[src/rtl/mul_share_pkg.sv]
// Shared definitions for the multiplier-sharing scheduler.
//  - state_t     : scheduler FSM encoding (IDLE / RUN / DRAIN)
//  - DEF_*       : default operand/product widths of the shared P8x8
//  - clog2()     : ceiling log2, used to size requester IDs
package mul_share_pkg;

  typedef enum logic [1:0] {
    ST_IDLE  = 2'd0,
    ST_RUN   = 2'd1,
    ST_DRAIN = 2'd2
  } state_t;

  localparam int DEF_IN_WORD_SIZE  = 8;
  localparam int DEF_OUT_WORD_SIZE = 16;

  function automatic int clog2(input int v);
    int r;
    r = 0;
    while ((1 << r) < v) r = r + 1;
    return r;
  endfunction

endpackage

[src/rtl/mul_share_arbiter_rr.sv]
// Round-robin arbiter: scans req upward from ptr (modulo NREQ), first set
// bit wins.
//  req   in  NREQ  request vector (already gated by the caller)
//  ptr   in  IDW   highest-priority requester this cycle
//  grant out NREQ  one-hot winner, all zero when nothing requests
//  id    out IDW   encoded winner (0 when found=0)
//  found out 1     some requester won
module rr_arbiter #(
  parameter int NREQ = 4,
  parameter int IDW  = 2
) (
  input  logic [NREQ-1:0] req,
  input  logic [IDW-1:0]  ptr,
  output logic [NREQ-1:0] grant,
  output logic [IDW-1:0]  id,
  output logic            found
);

  int idx;

  always_comb begin
    grant = '0;
    id    = '0;
    found = 1'b0;
    idx   = 0;
    for (int i = 0; i < NREQ; i++) begin
      // Rotate without a modulo operator so NREQ need not be a power of two.
      idx = int'(ptr) + i;
      if (idx >= NREQ) idx = idx - NREQ;
      if (!found && req[idx]) begin
        found      = 1'b1;
        grant[idx] = 1'b1;
        id         = IDW'(idx);
      end
    end
  end

endmodule

[src/rtl/mul_share_arbiter.sv]
// Round-robin scheduler sharing one pipelined multiplier among NREQ lanes.
// Handshake: a request is accepted on the rising edge where
// req_valid[i] & req_ready[i]; req_ready is a combinational one-hot grant
// that only depends on state, rr_ptr and req_valid (no result backpressure).
//  clk, reset        clock / async active-high reset
//  en                1 = issue allowed, 0 = drain in-flight work then idle
//  req_valid/ready   per-requester handshake
//  req_x, req_y      packed operands, requester i at [i*IN_WORD_SIZE +: IN_WORD_SIZE]
//  mul_xin, mul_yin  registered operands to the multiplier
//  mul_pout          product from the multiplier
//  res_valid/id/pout result pulse with owning requester ID
//  idle              FSM idle and nothing in flight
//  fsm_state         current scheduler state (observability)
module mul_share_arbiter
  import mul_share_pkg::*;
#(
  parameter int IN_WORD_SIZE  = DEF_IN_WORD_SIZE,
  parameter int OUT_WORD_SIZE = DEF_OUT_WORD_SIZE,
  parameter int NREQ          = 4,
  parameter int IDW           = clog2(NREQ),
  parameter int MUL_LAT       = 2
) (
  input  logic                         clk,
  input  logic                         reset,
  input  logic                         en,
  input  logic [NREQ-1:0]              req_valid,
  output logic [NREQ-1:0]              req_ready,
  input  logic [NREQ*IN_WORD_SIZE-1:0] req_x,
  input  logic [NREQ*IN_WORD_SIZE-1:0] req_y,
  output logic [IN_WORD_SIZE-1:0]      mul_xin,
  output logic [IN_WORD_SIZE-1:0]      mul_yin,
  input  logic [OUT_WORD_SIZE-1:0]     mul_pout,
  output logic                         res_valid,
  output logic [IDW-1:0]               res_id,
  output logic [OUT_WORD_SIZE-1:0]     res_pout,
  output logic                         idle,
  output state_t                       fsm_state
);

  state_t              state, state_nxt;
  logic [IDW-1:0]      rr_ptr;
  logic [NREQ-1:0]     req_gated;
  logic [NREQ-1:0]     grant;
  logic [IDW-1:0]      win_id;
  logic                accept;
  logic [MUL_LAT-1:0]  tag_v;
  logic [IDW-1:0]      tag_id [MUL_LAT];
  logic                any_tag;

  // Grants exist only in RUN; gating the request vector keeps the arbiter simple.
  assign req_gated = (state == ST_RUN) ? req_valid : '0;

  rr_arbiter #(.NREQ(NREQ), .IDW(IDW)) u_arb (
    .req   (req_gated),
    .ptr   (rr_ptr),
    .grant (grant),
    .id    (win_id),
    .found (accept)
  );

  assign req_ready = grant;
  assign any_tag   = |tag_v;

  always_comb begin
    state_nxt = state;
    case (state)
      ST_IDLE:  if (en) state_nxt = ST_RUN;
      // An accept on this same edge is in flight too, so it forces DRAIN.
      ST_RUN:   if (!en) state_nxt = (any_tag || accept) ? ST_DRAIN : ST_IDLE;
      ST_DRAIN: if (!any_tag) state_nxt = en ? ST_RUN : ST_IDLE;
      default:  state_nxt = ST_IDLE;
    endcase
  end

  always_ff @(posedge clk or posedge reset) begin
    if (reset) begin
      state   <= ST_IDLE;
      rr_ptr  <= '0;
      mul_xin <= '0;
      mul_yin <= '0;
      tag_v   <= '0;
      for (int i = 0; i < MUL_LAT; i++) tag_id[i] <= '0;
    end else begin
      state     <= state_nxt;
      tag_v[0]  <= accept;
      tag_id[0] <= win_id;
      for (int i = 1; i < MUL_LAT; i++) begin
        tag_v[i]  <= tag_v[i-1];
        tag_id[i] <= tag_id[i-1];
      end
      if (accept) begin
        mul_xin <= req_x[int'(win_id)*IN_WORD_SIZE +: IN_WORD_SIZE];
        mul_yin <= req_y[int'(win_id)*IN_WORD_SIZE +: IN_WORD_SIZE];
        rr_ptr  <= (win_id == IDW'(NREQ-1)) ? '0 : win_id + 1'b1;
      end
    end
  end

  assign res_valid = tag_v[MUL_LAT-1];
  assign res_id    = tag_id[MUL_LAT-1];
  assign res_pout  = mul_pout;
  assign idle      = (state == ST_IDLE) && !any_tag;
  assign fsm_state = state;

endmodule

[config.mk]
export PLATFORM = sky130hd
export DESIGN_NAME = mul_share_arbiter
export DESIGN_NICKNAME = d
export VERILOG_FILES = /design/src/rtl/mul_share_pkg.sv /design/src/rtl/mul_share_arbiter_rr.sv /design/src/rtl/mul_share_arbiter.sv
export SDC_FILE = /design/constraint.sdc
export NUM_CORES = 1
export LEC_CHECK = 0
export CORE_ASPECT_RATIO = 2
export CORE_MARGIN = 2
export CORE_UTILIZATION = 42
export DETAILED_ROUTE_END_ITERATION = 7
export PLACE_DENSITY = 0.84
export RECOVER_POWER = 25
export SKIP_LAST_GASP = 1
export SLEW_MARGIN = 20
export SYNTH_ARGS = -nofsm -noshare
export SYNTH_HDL_FRONTEND = slang
export SYNTH_SLANG_ARGS = --single-unit
[constraint.sdc]
create_clock -name clk -period 3.96 [get_ports clk]
set_clock_uncertainty 0.15 [all_clocks]
set_input_delay 1.188 -clock clk [delete_from_list [all_inputs] [get_ports clk]]
set_output_delay 1.188 -clock clk [all_outputs]
set_load 0.01 [all_outputs]
==> results.toml, run 1 <==
[power]
total_power_mw = 2.634
power_per_cell_area_nw_per_um2 = 667.7
ir_drop_uv = 341.3
power.leakage_nw = 1.628

[floorplanning]
rows = 41
start_util = 0.4335
die_y_um = 118.1
pin_count = 129
die_area_um2 = 7213
core_region_area_um2 = 6310
die_x_um = 61.06

[setup_path]
cp_data_arrival_time_ns = 2.55
reg2reg_from = "rr_ptr[0]"
cp.depth = 7
cp_top_family = "compound AO/OA/AOI/OAI gates"
worst_path_largest_cell_delay_ns = 0.36
crit_buf_inv = 2
path_cells = "clkbuf_4, mux2_2, nand4_1, a21boi_1, a222oi_1, o21ai_1, buf_2"
critical_path.max_fanout = 6
endpoint = "req_ready[0]"
r2r-end = "mul_yin[1]"
ff2ff_path_depth = 12
path_class = "input port to primary output"
cp-end-kind = "primary output"
critPathLaunchType = "input port"
worst-r2r-setup-slack_ns = 0.85
crit_start = "req_valid[3]"
required_ns = 2.62
critPathSlowestCell = "a222oi_1"

[logic_synthesis]
synth_fp_nets = 406
synth_xor_area_frac = 0
synthFlopType = "dfrtp_1"
synth_top_area_cell = "dfrtp_1"
synth_compound_area_frac = 0.3042
syn-cell-area_um2 = 2735
synth_top_family_by_area = "compound AO/OA/AOI/OAI gates"
synthTopCellsByArea = "dfrtp_1, mux2i_1, o221ai_1, buf_4, a31o_1"
yosysTopAreaCellShare = 0.2379
netlist_instances = 310
yosysWarningCount = 0
synth-async-reset-ratio = 1.000
synth_edf_count = 0
ys_ff_latch = 26
synth-simple-area-share = 0.1185
seq_area_frac_synth = 0.2379
yosys-mux-area-fraction = 0.1912
syn_area_per_cell_um2 = 8.823
synth_fa_ha_area_frac = 0.04117
ys_types = 46

[detailed_routing]
avgViaCountPerCell = 6.235
routed_wl_um = 9380
vias = 3049
drt_iter0_drc = 189
ant_nets = 0
drt-pass1-iter-count = 5
drc = 0
avgRoutedWirePerCell_um = 19.18

[cells_and_area]
drive_above_1_share = 0.1514
area_growth_pct = 44.24
n_antenna_cell = 0
multiInputGateArea_um2 = 1832
regArea_um2 = 651.9
fillers = 535
layout.nets = 500
utilization = 0.6252

[timing]
final.min_clock_period_ns = 3.888
finalSetupViolations = 0
worst_pin_slew_ns = 0.7119
fmax_mhz = 257.2
hold_viol = 0
rsz0062_at_grt = "no"
slew_headroom = 0.5249
drv_slew = 0
post-route-period-util = 0.9819
final.setup.tns_ns = 0
whs_ns = 0.2229

[placed_design]
io_buffers = 96
hpwl_um = 7166
gp_congestion = 0.8687

[global_routing]
grt_max_degree = 58
antenna_found_initial = 0
grt_use_total = 0.2711
gr-total-overflow = 0
grt_pass1_wl_um = 15000
grt_pass1_vias = 3168

[clocking]
cts.sinks = 26
cts_root_buf = "clkbuf_16"
cts_buffer_depth = 2
cts_tree = "yes"
clkSlewWorstSetupHoldPaths_ns = 0.07
insertion_delay_ns = 0.26
numCtsBuffers = 3
cts_max_level = 1
hold_buffers = 0

[outcome]
status = "completed"

[job]
max-cap-violations = 0

[worst_hold_path]
hp-start = "tag_id[3]"
hold_class = "flip-flop to flip-flop"
cell usage in the layout (no fill, tap or decap), types with 2 or more instances in the layout:
cell type	count
clkdlybuf4s50_1	86
mux2i_1	49
nand2_1	34
buf_4	33
o221ai_1	31
dfrtp_1	25
o22ai_1	16
o21ai_0	16
a31o_1	15
inv_1	9
ha_1	9
o21ai_1	8
buf_2	7
nor2_1	6
a222oi_1	4
nand4_1	3
clkbuf_16	3
nand2b_1	2
nor3_1	2
or4bb_1	2
nor3_2	2
a21boi_1	2
or3b_1	2
nand3b_1	2
and2_1	2
o31ai_1	2
dlygate4sd3_1	2
buf_12	2
report_power, final:
group	internal (mW)	switching [mW]
Combinational	0.910	0.953
Sequential	0.388	0.0843
Clock	0.201	0.0970
how the worst min path moves through the flow:
stage,slack [ns],cells after the start,end
after floorplan,0.18,0,res_id[0]
after global placement,0.22,0,res_id[1]
after detailed placement,0.22,0,res_id[1]
after CTS,0.23,0,res_id[1]
after global routing,0.23,0,res_id[1]
final,0.22,0,res_id[1]
logic make-up (layout without fill, tap and decap cells):
| kind of cell | Yosys count | after routing |
|---|---|---|
| AO/OA/AOI/OAI | 107 | 107 |
| adder cells (fa/ha/maj) | 9 | 9 |
| buffers and inverters | 52 | 145 |
| flip-flops | 26 | 26 |
| multiplexers | 52 | 52 |
| AND/OR/NAND/NOR | 64 | 64 |
cell type report:
class	instances	share of cell area
timing repair buffer	132	0.3080
clock inverter	1	0.007612
tap	86	0.02728
clock buffer	3	0.01903
multi-input combinational	232	0.4643
sequential	26	0.1652
inverter	9	0.008563
flip-flops by register name, summed over array words and instances (netlist names):
name and cells:
fsm_state 2, mul_xin 8, mul_yin 8, res_id 2
rr_ptr 2, tag_id 2, tag_v 2
synth_stat cells, types with 3 or more instances:
cell / count
buf_2: 9
buf_4: 19
o21ai_1: 4
o22ai_1: 16
o21ai_0: 20
nand2_1: 34
a222oi_1: 4
inv_1: 9
a31o_1: 15
nor3_1: 3
dfrtp_1: 26
clkbuf_1: 13
mux2i_1: 50
nand4_1: 3
o221ai_1: 31
nor2_1: 6
ha_1: 9
metal layers:
layer | up-vias | GRT usage | wire length, um
li1 | 1389 | - | -
met1 | 1481 | 0.2776 | 3147
met2 | 137 | 0.4754 | 5180
met3 | 42 | 0.02088 | 389
met4 | 0 | 0.1943 | 662
met5 | - | 0 | 0
through the flow:
step / worst slack (ns) / instances / instance area [um2]
after floorplan: -0.02896 / 310 / 2735
after global placement: -0.6596 / 484 / 3866
after detailed placement: -0.8289 / 484 / 3866
after CTS: 0.01148 / 489 / 3971
after global routing: 0.02276 / 489 / 3945
final: 0.07168 / 489 / 3945
what timing repair did:
action                                  in CTS  in global routing
endpoints found under the setup margin       4                  3
resized for setup                           35                  5
pin swaps                                    4                  3
setup buffers                                1                  1
(Power assumes the default switching activity.)
==> inputs of run 2 (changes only) <==
--- a/config.mk
+++ b/config.mk
@@ -7,9 +7,9 @@
 export LEC_CHECK = 0
 export CORE_ASPECT_RATIO = 2
 export CORE_MARGIN = 2
-export CORE_UTILIZATION = 42
+export CORE_UTILIZATION = 40
 export DETAILED_ROUTE_END_ITERATION = 7
-export PLACE_DENSITY = 0.84
+export PLACE_DENSITY = 0.81
 export RECOVER_POWER = 25
 export SKIP_LAST_GASP = 1
 export SLEW_MARGIN = 20
==> constraint.sdc (replaced) <==
create_clock -name clk -period 4.83 [get_ports clk]
set_clock_uncertainty 0.15 [all_clocks]
set_input_delay 1.449 -clock clk [delete_from_list [all_inputs] [get_ports clk]]
set_output_delay 1.449 -clock clk [all_outputs]
set_load 0.01 [all_outputs]
==> run 2 against run 1 <==
- die area grew 4.7%
- cell area shrank 1.1%
- clock-buffer cell count is the same
- critical path type unchanged
- first-iteration DRC count grew 1.6%
- critical endpoint is now req_ready[1]
- setup slack lost 0.0016 ns
- wire length shrank 1.6%
- largest power group unchanged
- sequential share of layout area grew 0.19 points
- highest routed layer unchanged
- hold slack lost 0.019 ns
- register-to-register slack gained 0.27 ns
- largest cell class unchanged
- global-route usage shrank 2.6 points
==> results.toml, run 2 (synthesis gave the netlist of run 1 again) <==
[cells_and_area]
n_antenna_cell = 0
reg_top3 = "mul_xin x8, mul_yin x8"
layout.nets = 490
area_growth_pct = 42.59
final_cell_area_um2 = 3900
fin_cells = 481
final_cell_mix = "clkdlybuf4s50_1, mux2i_1, nand2_1"
final_common_cell = "clkdlybuf4s50_1"
utilization = 0.5890
drive_above_1_share = 0.1170

[detailed_routing]
routed_wl_um = 9229
drc = 0
ant_nets = 0
vias = 3011
avgRoutedWirePerCell_um = 19.19
avgViaCountPerCell = 6.260
drt-pass1-iter-count = 4
drt_iter0_drc = 192

[clocking]
cts_buffer_depth = 2
cts_root_buf = "clkbuf_16"
hold_buffers = 0
clkSlewWorstSetupHoldPaths_ns = 0.07
cts_tree = "yes"
numCtsBuffers = 3
insertion_delay_ns = 0.26
cts.sinks = 26
cts_max_level = 1

[setup_path]
required_ns = 3.23
critPathLaunchType = "input port"
critical_path.max_fanout = 5
cp_data_arrival_time_ns = 3.16
worst-r2r-setup-slack_ns = 1.12
cp-end-kind = "primary output"
path_class = "input port to primary output"

[floorplanning]
die_y_um = 120.9
die_area_um2 = 7555
pin_count = 129
start_util = 0.4131
rows = 42
die_x_um = 62.47
core_region_area_um2 = 6621

[power]
power_per_cell_area_nw_per_um2 = 534.4
ir_drop_uv = 318.0
power.leakage_nw = 1.596

[timing]
fmax_mhz = 210.1
worst_pin_slew_ns = 1.054
finalSetupViolations = 0
setup_ws_ns = 0.07012
rsz0062_at_grt = "no"
hold_viol = 0
post-route-period-util = 0.9855
drv_slew = 0
final.setup.tns_ns = 0
final.min_clock_period_ns = 4.760
slew_headroom = 0.2963

[global_routing]
grt_pass1_vias = 3076
antenna_found_initial = 0
grt_max_degree = 70
grt_pass1_wl_um = 14940
grt_use_total = 0.2451
gr-total-overflow = 0

[placed_design]
io_buffers = 96
placed_cells = 474
gp_congestion = 0.9405
place_area_um2 = 3770
hpwl_um = 6620
place_ws_ns = -0.4000

[job]
max-cap-violations = 0

[worst_hold_path]
hold_class = "flip-flop to flip-flop"

[outcome]
status = "completed"
[run 2: repair_timing]
action                                  4_1_cts  5_1_grt
pin swaps                                     2        1
endpoints found under the setup margin        4        1
gates cloned                                  0        0
resized for setup                            12        3
buffers inserted                              3        0
[run 2: worst paths after layout]
check                           cells past startpoint         start      endpoint
worst max-delay path                                7  req_valid[3]  req_ready[1]
worst min-delay path                                0     tag_id[3]     res_id[1]
worst max register to register                     10     rr_ptr[1]    mul_xin[7]
worst min register to register                      0     tag_id[3]     res_id[1]
max in group asynchronous                           2         reset     rr_ptr[0]
min in group asynchronous                           2         reset    mul_xin[4]
[run 2: cell type report]
| cell class | instances | area [um2] |
|---|---|---|
| clock inverters | 1 | 30.03 |
| fillers | 590 | 2721 |
| flip-flops and latches | 26 | 651.9 |
| well taps | 88 | 110.1 |
| clock buffers | 3 | 75.07 |
| multi-input cells | 232 | 1838 |
| inverters | 9 | 33.78 |
| repair buffers | 122 | 1161 |
[run 2: per-stage QoR]
stage	power, mW	hold WS, ns
2_1_floorplan	1.300	0.1812
3_3_place_gp	1.770	0.1871
3_5_place_dp	1.810	0.1901
4_1_cts	2.075	0.2075
5_1_grt	2.221	0.2105
6_report	2.084	0.2036
[run 2: worst max-delay path: stages]
cell,delay (ns)
dlygate4sd2_1,0.29
mux2i_1,0.34
o2bb2ai_2,0.14
buf_4,0.16
a222oi_1,0.33
o21ai_0,0.14
dlygate4sd2_1,0.30
[run 2: where the power goes]
part / internal [mW] / leakage, nW / total [mW] / switching [mW]
clock: 0.165 / 0.0511 / 0.247 / 0.0820
sequential: 0.318 / 0.317 / 0.388 / 0.0704
combinational: 0.693 / 1.23 / 1.45 / 0.756
[run 2: metal layers]
layer  share of wire  GRT usage  up-vias
met1            0.36     0.2521     1473
met5               0          0        -
met3           0.045    0.02505       43
met4           0.056     0.1500        0
li1                -          -     1369
met2            0.54     0.4651      126
==> inputs of run 3 (changes only) <==
--- a/config.mk
+++ b/config.mk
@@ -9,10 +9,11 @@
 export CORE_MARGIN = 2
 export CORE_UTILIZATION = 40
 export DETAILED_ROUTE_END_ITERATION = 7
-export PLACE_DENSITY = 0.81
+export PLACE_DENSITY = 0.89
 export RECOVER_POWER = 25
 export SKIP_LAST_GASP = 1
 export SLEW_MARGIN = 20
 export SYNTH_ARGS = -nofsm -noshare
 export SYNTH_HDL_FRONTEND = slang
+export SYNTH_HIERARCHICAL = 1
 export SYNTH_SLANG_ARGS = --single-unit
==> run 3 against run 2 <==
- critical path depth is 2 higher
- register-to-register slack better by 0.16 ns
- core utilization is 1.4 points higher
- cell area is 24% lower
- sequential power is 5.9% higher
- clock power is 44% lower
- fmax is 0.22% lower
- total power is 2.9% lower
- combinational power hardly changed
- clock-buffer cell count is 1 higher
- sequential cell count stayed put
- die area is 24% lower
==> results.toml, run 3 <==
[outcome]
status = "completed"

[power]
ir_drop_uv = 559.8
power_per_cell_area_nw_per_um2 = 683.0
total_power_mw = 2.024
power.leakage_nw = 1.214

[logic_synthesis]
seq_area_frac_synth = 0.3177
syn_area_per_cell_um2 = 11.07
yosysTopAreaCellShare = 0.3177
yosysWarningCount = 6
netlist_instances = 185
synthTopCellsByArea = "dfrtp_1, mux2i_1, o221ai_1, buf_4, ha_1"
ys_ff_latch = 26
synth_edf_count = 0
netlist_top_cells_count = "mux2i_1, dfrtp_1, buf_4, nand2b_1, o221ai_1"
synth-async-reset-ratio = 1.000
synth_most_common_cell = "mux2i_1"
synthFlopType = "dfrtp_1"
synth_fp_nets = 281
syn-cell-area_um2 = 2048
synth_top_area_cell = "dfrtp_1"
ys_types = 33

[cells_and_area]
layout.nets = 365
final_cell_mix = "clkdlybuf4s50_1, mux2i_1, dfrtp_1"
n_antenna_cell = 0
drive_above_1_share = 0.1381
area_growth_pct = 44.65
reg_top3 = "mul_xin x8, mul_yin x8"
fillers = 436
final_common_cell = "clkdlybuf4s50_1"

[floorplanning]
die_y_um = 105.2
start_util = 0.4172
pin_count = 129
rows = 36
die_area_um2 = 5744
core_region_area_um2 = 4910
die_x_um = 54.60

[placed_design]
io_buffers = 96
place_ws_ns = -0.6219
hpwl_um = 4412
gp_congestion = 0.7753

[clocking]
numCtsBuffers = 3
cts.sinks = 26
hold_buffers = 0
cts_buffer_depth = 2
cts_max_level = 1
clkSlewWorstSetupHoldPaths_ns = 0.09
cts_root_buf = "clkbuf_8"
cts_tree = "yes"
insertion_delay_ns = 0.27

[timing]
worst_pin_slew_ns = 0.9360
finalSetupViolations = 0
final.setup.tns_ns = 0
setup_ws_ns = 0.05982
slew_headroom = 0.3721
post-route-period-util = 0.9876
rsz0062_at_grt = "no"
hold_viol = 0
drv_slew = 0
final.min_clock_period_ns = 4.770
fmax_mhz = 209.6

[detailed_routing]
avgRoutedWirePerCell_um = 17.20
vias = 1776
ant_nets = 0
routed_wl_um = 5590
drt_iter0_drc = 27
drc = 0
avgViaCountPerCell = 5.465
drt-pass1-iter-count = 4

[global_routing]
antenna_found_initial = 0
grt_pass1_vias = 1939
gr-total-overflow = 0
grt_use_total = 0.1998
grt_pass1_wl_um = 8659
grt_max_degree = 33

[setup_path]
path_class = "input port to primary output"
required_ns = 3.23
cp-end-kind = "primary output"
critPathLaunchType = "input port"
critical_path.max_fanout = 6
cp_data_arrival_time_ns = 3.17

[job]
max-cap-violations = 0

[worst_hold_path]
hold_class = "flip-flop to flip-flop"
run 3: cell types whose count changed after synthesis, sizes merged, moves of 4 or more:
cell / previous run / this run
a222oi: 4 / 0
clkbuf: 13 / 2
a31o: 15 / 0
mux4: 0 / 4
mux2i: 50 / 33
nand2b: 2 / 18
o22ai: 16 / 0
a22oi: 0 / 8
o21ai: 25 / 5
o221ai: 31 / 16
nand2: 34 / 2
run 3: final timing paths:
check / start / endpoint / slack, ns / cells after the start
max: req_valid[2] / req_ready[1] / 0.06 / 9
min: tag_id[3] / res_id[1] / 0.21 / 0
max reg2reg: rr_ptr[0] / mul_yin[7] / 1.28 / 9
min reg2reg: tag_id[3] / res_id[1] / 0.21 / 0
max in group asynchronous: reset / rr_ptr[1] / 2.53 / 2
min in group asynchronous: reset / fsm_state[1] / 1.57 / 2
run 3: per-layer routing:
metal / wire (um) / vias to the layer above / global-route usage
met4: 108 / 0 / 0.07679
met2: 3280 / 66 / 0.3895
met3: 311 / 10 / 0.02000
li1: - / 834 / -
met5: 0 / - / 0
met1: 1889 / 866 / 0.1905
run 3: cell type report:
class | instances | area [um2] | area share
Sequential cell | 26 | 650.6 | 0.2196
Inverter | 6 | 22.52 | 0.007601
Tap cell | 57 | 71.32 | 0.02407
Clock buffer | 4 | 55.05 | 0.01858
Multi-Input combinational cell | 123 | 1126 | 0.3801
Timing Repair Buffer | 109 | 1037 | 0.3501
run 3: critical path, stage by stage:
cell,delay [ns]
clkdlybuf4s15_1,0.17
and2_4,0.15
mux4_2,0.50
nor4b_4,0.39
buf_4,0.18
buf_6,0.09
a22oi_2,0.04
o21ai_1,0.07
buf_2,0.14
run 3: stage by stage:
| step | hold WS, ns | std cells | util | instance area, um2 |
|---|---|---|---|---|
| after floorplan | 0.1812 | 185 | - | 2048 |
| after global placement | 0.1841 | 317 | 0.5889 | 2892 |
| after detailed placement | 0.1896 | 317 | 0.5889 | 2892 |
| after CTS | 0.2100 | 325 | 0.6035 | 2963 |
| after global routing | 0.2257 | 325 | 0.6035 | 2963 |
| final | 0.2089 | 325 | 0.6035 | 2963 |
run 3: kinds of logic after synthesis:
family | share of synthesized area
multiplexers | 0.2327
buffers and inverters | 0.1429
adder cells (fa/ha/maj) | 0.05498
AND/OR/NAND/NOR | 0.1148
flip-flops | 0.3177
AO/OA/AOI/OAI | 0.1368
run 3: power by group:
part           total (mW)  switching, mW  internal [mW]
logic                1.47          0.728          0.746
registers           0.411         0.0734          0.338
clock network       0.139         0.0664         0.0728
total                2.02          0.868           1.16
run 3: what timing repair did:
action,CTS,global route
endpoints found under the setup margin,4,4
pin swaps,1,1
gates cloned,0,0
buffers inserted,4,0
resized for setup,30,7
